$ cat src/rtl/buzzer_pattern.sv
// Buzzer pattern generator: silent, continuous, one-shot or burst-loop beeps with optional tone.
// Outputs registered, 1 edge after a sel change; no backpressure, sel is sampled every edge.
module buzzer_pattern #(
  parameter int CLK_HZ  = 50_000_000,
  parameter int ON_MS   = 100,
  parameter int OFF_MS  = 100,
  parameter int GAP_MS  = 250,
  parameter int BURST_N = 3,
  parameter int LONG_MS = 500,
  parameter int TONE_HZ = 0
) (
  input  logic                                        clk,
  input  logic                                        rst,
  input  logic [1:0]                                  sel,
  output logic                                        buzz,
  output logic                                        active,
  output logic [((BURST_N > 1) ? $clog2(BURST_N) : 1)-1:0] beep_idx
);

  localparam int CPM    = CLK_HZ / 1000;
  localparam int ON_C   = CPM * ON_MS;
  localparam int OFF_C  = CPM * OFF_MS;
  localparam int GAP_C  = CPM * GAP_MS;
  localparam int LONG_C = CPM * LONG_MS;
  localparam int MAX_AB = (ON_C > OFF_C) ? ON_C : OFF_C;
  localparam int MAX_CD = (GAP_C > LONG_C) ? GAP_C : LONG_C;
  localparam int MAXC   = (MAX_AB > MAX_CD) ? MAX_AB : MAX_CD;
  localparam int TMW    = (MAXC > 1) ? $clog2(MAXC) : 1;
  localparam int BW     = (BURST_N > 1) ? $clog2(BURST_N) : 1;
  localparam bit TONE_EN = (TONE_HZ > 0);
  localparam int HALF   = TONE_EN ? CLK_HZ / (2 * TONE_HZ) : 1;
  localparam int TW     = (HALF > 1) ? $clog2(HALF) : 1;

  localparam logic [TMW-1:0] ON_END   = TMW'(ON_C - 1);
  localparam logic [TMW-1:0] OFF_END  = TMW'(OFF_C - 1);
  localparam logic [TMW-1:0] GAP_END  = TMW'(GAP_C - 1);
  localparam logic [TMW-1:0] LONG_END = TMW'(LONG_C - 1);
  localparam logic [BW-1:0]  BURST_LAST = BW'(BURST_N - 1);
  localparam logic [TW-1:0]  HALF_END   = TW'(HALF - 1);

  if (TONE_EN && HALF < 1) begin : g_tone_chk
    $error("buzzer_pattern: tone half period is below one clock cycle");
  end

  typedef enum logic [1:0] {IDLE, ON, OFF, GAP} state_t;

  state_t         state, state_n;
  logic [1:0]     sel_q;
  logic [TMW-1:0] timer, timer_n;
  logic [BW-1:0]  idx_n;
  logic [TW-1:0]  tcnt, tcnt_n;
  logic           tph, tph_n;
  logic           changed, on_entry, buzz_n;

  always_ff @(posedge clk) begin
    if (rst) begin
      state    <= IDLE;
      sel_q    <= 2'b00;
      timer    <= '0;
      beep_idx <= '0;
      tcnt     <= '0;
      tph      <= 1'b0;
      buzz     <= 1'b0;
      active   <= 1'b0;
    end else begin
      state    <= state_n;
      sel_q    <= sel;
      timer    <= timer_n;
      beep_idx <= idx_n;
      tcnt     <= tcnt_n;
      tph      <= tph_n;
      buzz     <= buzz_n;
      active   <= (state_n == ON);
    end
  end

  always_comb begin
    state_n = state;
    timer_n = timer;
    idx_n   = beep_idx;
    tcnt_n  = tcnt;
    tph_n   = tph;
    changed = (sel != sel_q);

    // A mode change pre-empts any phase transition due on the same edge.
    if (changed) begin
      timer_n = '0;
      idx_n   = '0;
      state_n = (sel == 2'b00) ? IDLE : ON;
    end else begin
      case (state)
        IDLE: timer_n = '0;
        ON: begin
          case (sel_q)
            2'b01: timer_n = '0;
            2'b10: begin
              if (timer == LONG_END) begin
                state_n = IDLE;
                timer_n = '0;
              end else timer_n = timer + 1'b1;
            end
            2'b11: begin
              if (timer == ON_END) begin
                state_n = (beep_idx == BURST_LAST) ? GAP : OFF;
                timer_n = '0;
              end else timer_n = timer + 1'b1;
            end
            default: begin
              state_n = IDLE;
              timer_n = '0;
            end
          endcase
        end
        OFF: begin
          if (timer == OFF_END) begin
            state_n = ON;
            timer_n = '0;
            idx_n   = beep_idx + 1'b1;
          end else timer_n = timer + 1'b1;
        end
        GAP: begin
          if (timer == GAP_END) begin
            state_n = ON;
            timer_n = '0;
            idx_n   = '0;
          end else timer_n = timer + 1'b1;
        end
        default: begin
          state_n = IDLE;
          timer_n = '0;
        end
      endcase
    end

    // Tone restarts high at every ON entry, including a mode change into ON.
    on_entry = (state_n == ON) && ((state != ON) || changed);
    if (on_entry) begin
      tcnt_n = '0;
      tph_n  = 1'b1;
    end else if (state_n == ON) begin
      if (tcnt == HALF_END) begin
        tcnt_n = '0;
        tph_n  = ~tph;
      end else tcnt_n = tcnt + 1'b1;
    end else begin
      tcnt_n = '0;
      tph_n  = 1'b0;
    end

    buzz_n = (state_n == ON) && (TONE_EN ? tph_n : 1'b1);
  end

endmodule

$ cat config.mk
export PLATFORM = sky130hd
export DESIGN_NAME = buzzer_pattern
export DESIGN_NICKNAME = d
export VERILOG_FILES = /design/src/rtl/buzzer_pattern.sv
export SDC_FILE = /design/constraint.sdc
export NUM_CORES = 1
export LEC_CHECK = 0
export CORE_MARGIN = 2
export CORE_UTILIZATION = 42
export CTS_CLUSTER_DIAMETER = 200
export DETAILED_ROUTE_END_ITERATION = 12
export HOLD_SLACK_MARGIN = 0.05
export SYNTH_ARGS = -nofsm -noshare
export SYNTH_HDL_FRONTEND = slang
export SYNTH_SLANG_ARGS = --single-unit
$ cat constraint.sdc
create_clock -name clk -period 1.9 [get_ports clk]
set_input_delay 0.38 -clock clk [delete_from_list [all_inputs] [get_ports clk]]
set_output_delay 0.38 -clock clk [all_outputs]
set_load 0.03 [all_outputs]
==> metrics.txt <==
Slew Viols, Final=0; maximum fanout along the worst path=5; first-pass GRT wire length=7.13 mm; DRC errors left=0; predominant post-synthesis flop cell=dfxtp_1; vias in the first global route=1581; vias per inst=5.21; leak pwr=0.920 nW; DR vias=1619; Fin Clk Skew=0.00740 ns; core footprint=3940 um2; hold crit path type=flip-flop to flip-flop; Detail Route Antenna Nets=0; die span in y=67.8 um; 1st-pass router iterations=4; Initial DRC Count=60; commonest cells after routing, fill and taps aside=buf_4 (48), nor2_1 (23), dfxtp_1 (23); fin crit share=104%; Least-Margin Pin Slew=0.496 ns; clk_lat worst skew=0.28 ns; Synth area leaders=dfxtp_1 (38%), nor2_2 (7.3%), xnor2_1 (6.7%); sequential area share after synthesis=37.5%; row cnt=23; hold_buf cts=0; htree depth=2; share of cells above drive strength 1=42.5%; outcome=complete, but fails checks; Int Pwr=1.02 mW; Synth Instances=197; # setup viols final=25; # nets final=266; Worst EP required=2.07 ns; combinational power share=7.5%; maximum vdd drop=0.373 mV; maximum clock path buffer count=2; WS Path Type=input pin to flip-flop; r2r worst-path depth=8; hold_sp=beep_idx[0]; Reg power frac=52.0%; drt wl/cell=14.2 um; CP Capture Type=flip-flop; Synth async-reset ratio=0%; Pwr Density=521 nW/um2; final wirelength=4.42 mm; Setup crit start kind=input pin; initial core utilization=43.3%; dominant cell type by area after synthesis=dfxtp_1; R2R setup slack=-0.05 ns; Max-slew headroom=66.8%; Syn. warnings=0; clock root cell=clkbuf_8; Yosys cell types=43; syn nets=203; launching point of the worst reg2reg path=timer[1]; CTS Buf Count=5; Core Util, Final=63.9%; Post-Syn Area=1710 um2; RSZ-0062 raised after global routing=true; Worst path max stage delay=0.50 ns; Worst Path Arrival=2.14 ns; CTS tree=yes; switch share=22.3%; Die X=67.8 um; initial antenna violation count=0; Post-synth EDFFs=0; # Max-Cap Violations=0; I/O Buffers=7; Post-Layout Cell Count=311; DIE AREA=4590 um2; CP max stage cell=clkdlybuf4s50_1; Overflow after GRT=0; Switching Power=292 uW; cell count after placement=295; Global Route Usage Sum=21.2%; worst slack at placement=-0.538 ns; crit path time final=1.98 ns; most common cell after layout, fill and taps aside=buf_4; DP HPWL=2.93 mm; clk sinks=32; Avg Inst Size Synth=8.67 um2; number of diodes=0; Max Clk Rate=0.506 GHz; PnR worst setup slack=-0.0767 ns; hold-critical path depth=2; Worst R2R End=timer[15]; IO Pins=8; Final Hold Fails=0; post-synth top area share=37.5%; Placer Congestion=0.823; Hold Path Sink=beep_idx[0]; flops & latches, synth=32; largest net degree at the start of global routing=10; worst path cell trace=clkdlybuf4s50_1, buf_4, nand3b_1, o21ai_0, a2111oi_0, o22ai_1, a22o_1, a21boi_1; failing checks=setup timing; Area growth syn-to-layout=47.4%; Clk pin slew, worst setup/hold paths=0.07 ns; Clk pwr share=40.5%
-- power by group through the flow --
stage / sequential (mW) / clock (mW) / combinational, mW
global placement: 0.699 / 0 / 0.0884
detailed placement: 0.700 / 0 / 0.0891
global route: 0.682 / 0.576 / 0.105
finish: 0.681 / 0.531 / 0.0984
CTS: 0.683 / 0.544 / 0.0970
floorplan: 0.705 / 0 / 0.0391
-- logic make-up after synthesis --
logic type	count (synthesis)	share of synthesized area, %
AND/OR/NAND/NOR	112	37.9
AO/OA/AOI/OAI	11	5.27
XOR/XNOR	25	12.8
buffers and inverters	14	4.40
adder cells (fa/ha/maj)	2	1.46
flip-flops	32	37.5
multiplexers	1	0.586
-- stage by stage --
step | area, um2 | setup TNS (ns) | hold WS (ns) | power (mW)
2_1_floorplan | 1730 | -0.160 | 0.426 | 0.745
3_3_place_gp | 2170 | -10.45 | 0.465 | 0.787
3_5_place_dp | 2170 | -12.15 | 0.481 | 0.789
4_1_cts | 2430 | -0.222 | 0.498 | 1.32
5_1_grt | 2520 | -2.59 | 0.533 | 1.36
6_report | 2520 | -0.694 | 0.508 | 1.31
-- metal layers --
layer | up-vias | global-route usage, % | wire length (um)
li1 | 808 | - | -
met1 | 769 | 24.2 | 1900
met2 | 35 | 37.9 | 2290
met3 | 7 | 5.83 | 170
met4 | 0 | 6.75 | 61
met5 | - | 0 | 0
-- sequential cells by signal, indices dropped and copies added (netlist names) --
signal    cells
timer        25
beep_idx      2
sel_q         2
state         2
active        1
-- critical path, delay by kind of cell --
kind | cells | cell delay [ns]
AND/OR/NAND/NOR | 1 | 0.10
AO/OA/AOI/OAI | 5 | 1.03
buffers and inverters | 2 | 0.64
-- synthesized netlist by cell type (4+ instances only) --
cell      instances
dfxtp_1          32
xnor2_1          13
and3_1            4
nand3_1          12
nor2_2           20
nor3_1            4
nand4_1          10
nand2_1          11
xor2_1           12
nor4bb_1          5
inv_1             7
nor2_1           25
-- worst max path at each step --
stage,from,to,slack [ns],depth (start not counted)
global route,timer[12],active,-0.13,8
finish,sel[0],active,-0.08,8
CTS,timer[1],timer[15],-0.03,8
detailed placement,sel[1],timer[12],-0.54,7
floorplan,timer[0],timer[17],-0.009,9
global placement,sel[1],timer[12],-0.46,7
-- layout make-up --
class / count / area, um2
clock buffers: 8 / 90.1
well taps: 50 / 62.6
repair buffers: 62 / 527
fillers: 308 / 1430
multi-input cells: 152 / 1150
flip-flops and latches: 32 / 659
inverters: 7 / 26.3
-- timing repair --
item | in CTS | in global routing
pin swaps | 6 | 6
gates cloned | 1 | 0
resized for setup | 21 | 15
buffers inserted | 5 | 2
endpoints found under the setup margin | 28 | 30
Power figures use the tool's default switching activity.
